### config.mk
export PLATFORM = sky130hd
export DESIGN_NAME = gonso_wb_pwm_bank
export DESIGN_NICKNAME = d
export VERILOG_FILES = /design/src/rtl/gonso_wb_pwm_bank.sv
export SDC_FILE = /design/constraint.sdc
export NUM_CORES = 1
export LEC_CHECK = 0
export BUFFER_PORTS_ARGS = -buffer_cell sky130_fd_sc_hd__buf_2
export CORE_UTILIZATION = 48
export DETAILED_ROUTE_END_ITERATION = 12
export GPL_ROUTABILITY_DRIVEN = 0
export GPL_TIMING_DRIVEN = 0
export PLACE_DENSITY = 0.66
export SYNTH_ARGS = -nofsm -noshare
export SYNTH_HDL_FRONTEND = slang
export SYNTH_SLANG_ARGS = --single-unit
### constraint.sdc
create_clock -name clk -period 6.81 [get_ports clk]
set_input_delay 1.362 -clock clk [delete_from_list [all_inputs] [get_ports clk]]
set_output_delay 1.362 -clock clk [all_outputs]
set_load 0.01 [all_outputs]
### src/rtl/gonso_wb_pwm_bank.sv
// Wishbone-mapped bank of edge-aligned PWM channels with shadowed period/duty registers
// and a maskable wrap interrupt; registers reload from the live copies only at a wrap.
module gonso_wb_pwm_bank #(
  parameter int          NCH       = 4,
  parameter int          PSIZE     = 20,
  parameter logic [31:0] BASE_ADDR = 32'h3000_0000
) (
  input  logic             clk,
  input  logic             rst_n,
  input  logic             wbs_cyc_i,
  input  logic             wbs_stb_i,
  input  logic             wbs_we_i,
  input  logic [3:0]       wbs_sel_i,
  input  logic [31:0]      wbs_adr_i,
  input  logic [31:0]      wbs_dat_i,
  output logic [31:0]      wbs_dat_o,
  output logic             wbs_ack_o,
  output logic [NCH-1:0]   pwm_o,
  output logic             irq
);

  logic             hit;
  logic             access;
  logic             wr;
  logic [5:0]       word;
  logic [31:0]      rdata;

  logic             en;
  logic [NCH-1:0]   ch_en;
  logic             wrap_flag;
  logic             irq_en;
  logic [PSIZE-1:0] period;
  logic [PSIZE-1:0] duty [NCH];

  logic [PSIZE-1:0] period_act;
  logic [PSIZE-1:0] duty_act [NCH];
  logic [PSIZE-1:0] cnt;
  logic             run;
  logic             wrap;

  logic             unused_bits;

  assign unused_bits = ^{wbs_adr_i[1:0], wbs_dat_i};

  assign hit    = (wbs_adr_i[31:8] == BASE_ADDR[31:8]);
  assign access = wbs_cyc_i & wbs_stb_i & hit & ~wbs_ack_o;
  assign wr     = access & wbs_we_i;
  assign word   = wbs_adr_i[7:2];

  assign run  = en & (period_act != '0);
  assign wrap = run & (cnt == period_act);

  // Byte-lane merge of a bus write into a PSIZE-wide register.
  function automatic logic [PSIZE-1:0] lane_merge(input logic [PSIZE-1:0] old,
                                                  input logic [31:0]      data,
                                                  input logic [3:0]       sel);
    logic [PSIZE-1:0] r;
    for (int b = 0; b < PSIZE; b++) r[b] = sel[b/8] ? data[b] : old[b];
    return r;
  endfunction

  // NOTE: every output of a combinational block gets a default first, so no path can infer a latch.
  always_comb begin
    rdata = '0;
    case (word)
      6'd0: begin
        rdata[0]         = en;
        rdata[8 +: NCH]  = ch_en;
      end
      6'd1: rdata[0] = wrap_flag;
      6'd2: rdata[0] = irq_en;
      6'd3: rdata[PSIZE-1:0] = period;
      default: begin
        for (int i = 0; i < NCH; i++)
          if (word == 6'(i + 4)) rdata[PSIZE-1:0] = duty[i];
      end
    endcase
  end

  // Bus side: live registers, status flag, ack and read data.
  // NOTE: state is updated with non-blocking assignments so every register samples pre-edge values.
  always_ff @(posedge clk or negedge rst_n) begin
    if (!rst_n) begin
      wbs_ack_o <= 1'b0;
      wbs_dat_o <= '0;
      en        <= 1'b0;
      ch_en     <= '0;
      wrap_flag <= 1'b0;
      irq_en    <= 1'b0;
      irq       <= 1'b0;
      period    <= '0;
      // NOTE: the duty arrays are a handful of flops, not RAM, so they take the reset like any register.
      for (int i = 0; i < NCH; i++) duty[i] <= '0;
    end else begin
      wbs_ack_o <= access;
      wbs_dat_o <= (access & ~wbs_we_i) ? rdata : '0;

      if (wr && word == 6'd0) begin
        if (wbs_sel_i[0]) en <= wbs_dat_i[0];
        for (int i = 0; i < NCH; i++)
          if (wbs_sel_i[(8 + i) / 8]) ch_en[i] <= wbs_dat_i[8 + i];
      end
      if (wr && word == 6'd2 && wbs_sel_i[0]) irq_en <= wbs_dat_i[0];
      if (wr && word == 6'd3) period <= lane_merge(period, wbs_dat_i, wbs_sel_i);
      for (int i = 0; i < NCH; i++)
        if (wr && word == 6'(i + 4)) duty[i] <= lane_merge(duty[i], wbs_dat_i, wbs_sel_i);

      // A wrap on the same edge as a W1C keeps the flag set.
      if (wrap)
        wrap_flag <= 1'b1;
      else if (wr && word == 6'd1 && wbs_sel_i[0] && wbs_dat_i[0])
        wrap_flag <= 1'b0;

      irq <= wrap_flag & irq_en;
    end
  end

  // PWM engine: counter, shadow registers and registered outputs.
  always_ff @(posedge clk or negedge rst_n) begin
    if (!rst_n) begin
      cnt        <= '0;
      period_act <= '0;
      pwm_o      <= '0;
      for (int i = 0; i < NCH; i++) duty_act[i] <= '0;
    end else begin
      for (int i = 0; i < NCH; i++)
        pwm_o[i] <= run & ch_en[i] & (cnt < duty_act[i]);

      // Shadows follow the live registers while disabled, otherwise only at a wrap.
      if (!en || wrap) begin
        cnt        <= '0;
        period_act <= period;
        for (int i = 0; i < NCH; i++) duty_act[i] <= duty[i];
      end else if (run) begin
        cnt <= cnt + PSIZE'(1);
      end else begin
        cnt <= '0;
      end
    end
  end

endmodule

; Yosys cells after proc, flatten, opt, wreduce, memory -nomap -nowiden
; Cells that the tools add are included.
[totals]
reg_bits = 253
inputBits = 73
[op_classes]
add_sub_neg = 1
n_reduce_logical = 35
bitwise = 18
n_eq_ne = 9
magnitude_cmp = 4
mux = 13
[ops]
columns = op, n
row1 = $mux W20, 7
row2 = $lt A20 B20 Y1, 4
row3 = $reduce_and A2 Y1, 17
row4 = $eq A24 B22 Y1 const B, 1
row5 = $eq A6 B3 Y1 const B, 4
row6 = $add A20 B1 Y20 const B, 1
row7 = $eq A20 B20 Y1, 1
row8 = $reduce_bool A20 Y1, 1
row9 = $and A1 B1 Y1, 16
row10 = $pmux W8 S2, 1
row11 = $pmux W7 S2, 1
row12 = $eq A6 B2 Y1 const B, 2
row13 = $pmux W4 S3, 1
row14 = $logic_and A1 B1 Y1, 11
row15 = $eq A6 B1 Y1 const B, 1
row16 = $logic_not A6 Y1, 1
row17 = $pmux W1 S4, 1
row18 = $reduce_or A3 Y1, 1
row19 = $mux W1, 2
row20 = $not A1 Y1, 2
row21 = $reduce_bool A2 Y1, 1
row22 = $reduce_or A2 Y1, 1
row23 = $logic_not A1 Y1, 1
row24 = $logic_or A1 B1 Y1, 1

; Logic depth before layout (Yosys ltp)
[depth]
word_depth = 9
mapped_depth = 8
depth_no_buf = 7

; Least setup slack after synthesis
; No wires, ideal clock.
[synth_timing]
path_type = input to register
start = input port wbs_adr_i[18]
end = register duty[28] in the netlist's numbering
cell_stages = 5
t_required_ns = 6.685
path_buffers = 0
arrival_ns = 3.237
slack_ns = 3.449
path_cell_list = or4_4 > nor4_4 > nand4_4 > nor2_2 > mux2_2
[synth_via]
elab_chain_cells = 6
[synth_rtl]
columns = item, line
row1 = from (decl), 14  ; input logic [31:0] wbs_adr_i,
row2 = $eq A24 B22 Y1, 45  ; assign hit = (wbs_adr_i[31:8] == BASE_ADDR[31:8]);
row3 = $and A1 B1 Y1 (2 in a row), 46  ; assign access = wbs_cyc_i & wbs_stb_i & hit & ~wbs_ack_o;
row4 = $and A1 B1 Y1, 47  ; assign wr = access & wbs_we_i;
row5 = $logic_and A1 B1 Y1, 106  ; if (wr && word == 6'(i + 4)) duty[i] <= lane_merge(duty[i], wbs_dat_i, wbs_sel_i);
row6 = $reduce_and A2 Y1 (no line), -
row7 = "to (signal, indexed assignment)", 106
row8 = to (decl), 33  ; logic [PSIZE-1:0] duty [NCH];
; Every way passes these cells.
; A chain may end at the register's enable or synchronous reset.

; Worst setup path after layout
[layout_timing]
start = input port wbs_adr_i[7]
end = register wbs_dat_o[5]
[layout_via]
elab_chain_cells = 7
[layout_rtl]
columns = item, line
row1 = $eq A6 B3 Y1, 75  ; if (word == 6'(i + 4)) rdata[PSIZE-1:0] = duty[i];
row2 = $mux W20 (4 in a row), 75
row3 = $pmux W7 S2 *, 65  ; case (word)
row4 = $mux W20 *, 96  ; wbs_dat_o <= (access & ~wbs_we_i) ? rdata : '0;
row5 = to (signal assigned), 96
row6 = to (decl), 16  ; output logic [31:0] wbs_dat_o,
; Every way passes the cells marked *; elsewhere a longest branch is shown, timed or not.

==> results_dict.tcl <==
set metrics [dict create \
    status "finished clean" \
    ys_async_sr_fraction 1.00 \
    antenna_cells 0 \
    finalPower_mw 3.03 \
    synthDistinctLibCells 49 \
    hold_buffers 0 \
    gr-usage-all-layers 0.245 \
    cap_viol_max_count 0 \
    finalNetCount 1260 \
    skew_ps 13.7 \
    p_switching_uw 649 \
    viasPerCell 5.62 \
    synthCells 987 \
    fin_area_um2 14400 \
    clock_latency_ps 540 \
    die_h_um 164 \
    antenna_found_initial 0 \
    drive_above_1_share 0.345 \
    hold_path.class "reg -> reg" \
    timing.fmax_mhz 255 \
    fp.dieW_um 164 \
    yosysWarnings 0 \
    cts_buffers 27 \
    top_level_ports 111 \
    p_int_mw 2.38 \
    htree_levels 1 \
    p_per_area_nw_per_um2 211 \
    drc 0 \
    synth_top_area_frac 0.504 \
    p_leak_nw 7.13 \
    ys_seq_elements 253 \
    clock-root-buffer "clkbuf_16" \
    swShare 0.214 \
    maxSlewHeadroom 0.126 \
    post-route-period-util 0.576 \
    path_clk_slew_ps 60 \
    postLayoutCoreUtil 0.565 \
    fp-row-count 58 \
    slew_violations 0 \
    crit_arrival_ps 4370 \
    wirelength_um 31100 \
    grt-ovfl-total 0 \
    drt-pass1-iter-count 5 \
    tritoncts "built" \
    path_max_fanout 10 \
    critPathKind "in -> reg" \
    cp-start-kind "input pin" \
    drt_iter0_drc 633 \
    post_cts_buffers 0 \
    cts_resized 0 \
    areaGrowthSynthToFinish_pct 14.3 \
    dpl-instance-area_um2 13500 \
    coreArea_um2 25400 \
    synthesis.area_um2 12600 \
    whs_ps 504 \
    wl_per_cell_um 21.3 \
    vias 8204 \
    ir_drop_mv 0.175 \
    grt_pass1_vias 8372 \
    grt_pass1_wl_um 49000 \
    clock-sinks 253 \
    synth_edf_count 0 \
    start_util 0.494 \
    rsz0062_at_grt "no" \
    die_area_um2 26800 \
    post-route-min-period_ps 3920 \
    cp-end-kind "flop" \
    hold_viol 0 \
    grt_max_degree 121 \
    ant_nets 0 \
    syn_avg_cell_area_um2 12.7 \
    synth_area_leaders "dfrtp_1 (50%), mux2_2 (18%), ha_1 (7.7%)" \
    setup_viol 0 \
    required_ps 7260 \
    ys_seq_area_frac 0.504 \
    synth_top_area_cell "dfrtp_1" \
    worst_slew_pin_slew_ps 1300 \
    port_buffers 81 \
    combPwrFrac 0.030 \
    dominantRegCellSynth "dfrtp_1" \
    place_hpwl_um 22200 \
    clockBufferDepth 3 \
    clkPwrFrac 0.474 \
    seqPwrFrac 0.496 \
]
-- cells in the final DEF, fill, tap and decap left out, types with 3 or more instances in the layout --
master and count:
nor2b_1 5, a21o_1 14, buf_2 90, clkbuf_1 19, a21oi_1 22, or4_1 4, nand2_1 26, dfrtp_1 253
nand4_1 24, nand2b_1 5, clkbuf_16 27, buf_1 4, buf_4 12, a22oi_1 20, nand3_1 5, nor4_1 12
xor2_1 28, nor2_4 8, nor3_1 4, clkbuf_8 8, o21a_1 3, ha_1 77, nor2_1 62, a211oi_1 10
conb_1 12, clkinv_2 5, mux2_2 205, a22o_1 4, inv_1 82, mux4_2 21, o21ai_0 15, xnor2_1 10
-- critical path, cell delays in order --
cell and delay (ps):
buf_2 110, nor4_2 1080, and2_0 240, clkbuf_1 380
clkbuf_1 790, a22oi_1 230, nor2_1 170
-- power groups by stage --
stage / sequential [mW] / clock, mW / combinational, mW
3_5_place_dp: 1.53 / 0 / 0.0933
3_3_place_gp: 1.53 / 0 / 0.0880
2_1_floorplan: 1.53 / 0 / 0.0248
5_1_grt: 1.50 / 1.52 / 0.102
4_1_cts: 1.50 / 1.46 / 0.0933
6_report: 1.50 / 1.44 / 0.0911
-- sequential cells by signal, summed over array words and instances, names as in the netlist --
| register | flops |
|---|---|
| irq_en | 1 |
| cnt | 20 |
| duty_act | 80 |
| irq | 1 |
| ch_en | 4 |
| duty | 80 |
| wrap_flag | 1 |
| en | 1 |
| pwm_o | 4 |
| wbs_ack_o | 1 |
| wbs_dat_o | 20 |
| period | 20 |
| period_act | 20 |
-- metal layers --
layer	global-route usage	part of all wire
met1	0.334	0.46
met2	0.404	0.48
met3	0.0323	0.030
met4	0.0829	0.034
met5	0	0
-- cell usage after synthesis (2+ instances only) --
cell type,count
a21o_1,14
o311ai_0,2
mux2_2,205
and3_1,2
inv_1,82
nor2b_1,5
buf_4,12
buf_2,10
o21a_1,3
buf_1,4
nand3_1,5
nand4_4,2
nand2_1,26
and2_0,2
o2111a_1,2
a22oi_1,20
nor2_4,8
nand2b_1,5
nor2_1,62
or4_1,4
nor3_1,4
xor2_1,28
o41ai_1,2
a211oi_1,10
clkbuf_1,13
ha_1,77
nor2_2,2
a21oi_1,22
o2111ai_1,2
mux4_2,21
xnor2_1,10
nand4_1,24
dfrtp_1,253
a22o_1,4
nor4_1,12
o21ai_0,15
-- cells by family (layout without fill, tap and decap cells) --
family                     Yosys count  count (layout)  share of synthesized area
AOI/OAI and AO/OA                   97              97                     0.0522
xor gates and xnor gates            38              38                     0.0265
adders and majority gates           77              77                     0.0767
buffers and inverters              121             252                     0.0408
DFF                                253             253                      0.504
muxes                              227             227                      0.222
other                                1              12                   0.000299
and+or+nand+nor                    173             173                     0.0769
-- path summary, 6_finish.rpt --
path,start,end,slack (ps),depth (start not counted)
max,wbs_adr_i[7],wbs_dat_o[5],2890,7
min,duty_act[5],duty_act[5],500,1
min in group asynchronous,rst_n,duty[77],750,1
max reg2reg,cnt[10],duty_act[25],3810,7
max in group asynchronous,rst_n,duty[67],5050,2
min reg2reg,duty_act[5],duty_act[5],500,1
-- per-stage QoR --
stage	setup WS, ps	cells	TNS, ps
after floorplan	3450	998	0
after global placement	-249	1409	-55260
after detailed placement	2470	1411	0
after CTS	3000	1459	0
after global routing	2840	1459	0
final	2890	1459	0
-- cell type report --
type                       instances  area [µm²]
inverter                          82         308
multi-input combinational        624        5760
buffer                            39         204
timing repair buffer              83         470
clock buffer                      41         808
clock inverter                     7        63.8
tap                              330         413
sequential                       253        6330
fill                            2136       11000
(Power assumes the default switching activity.)
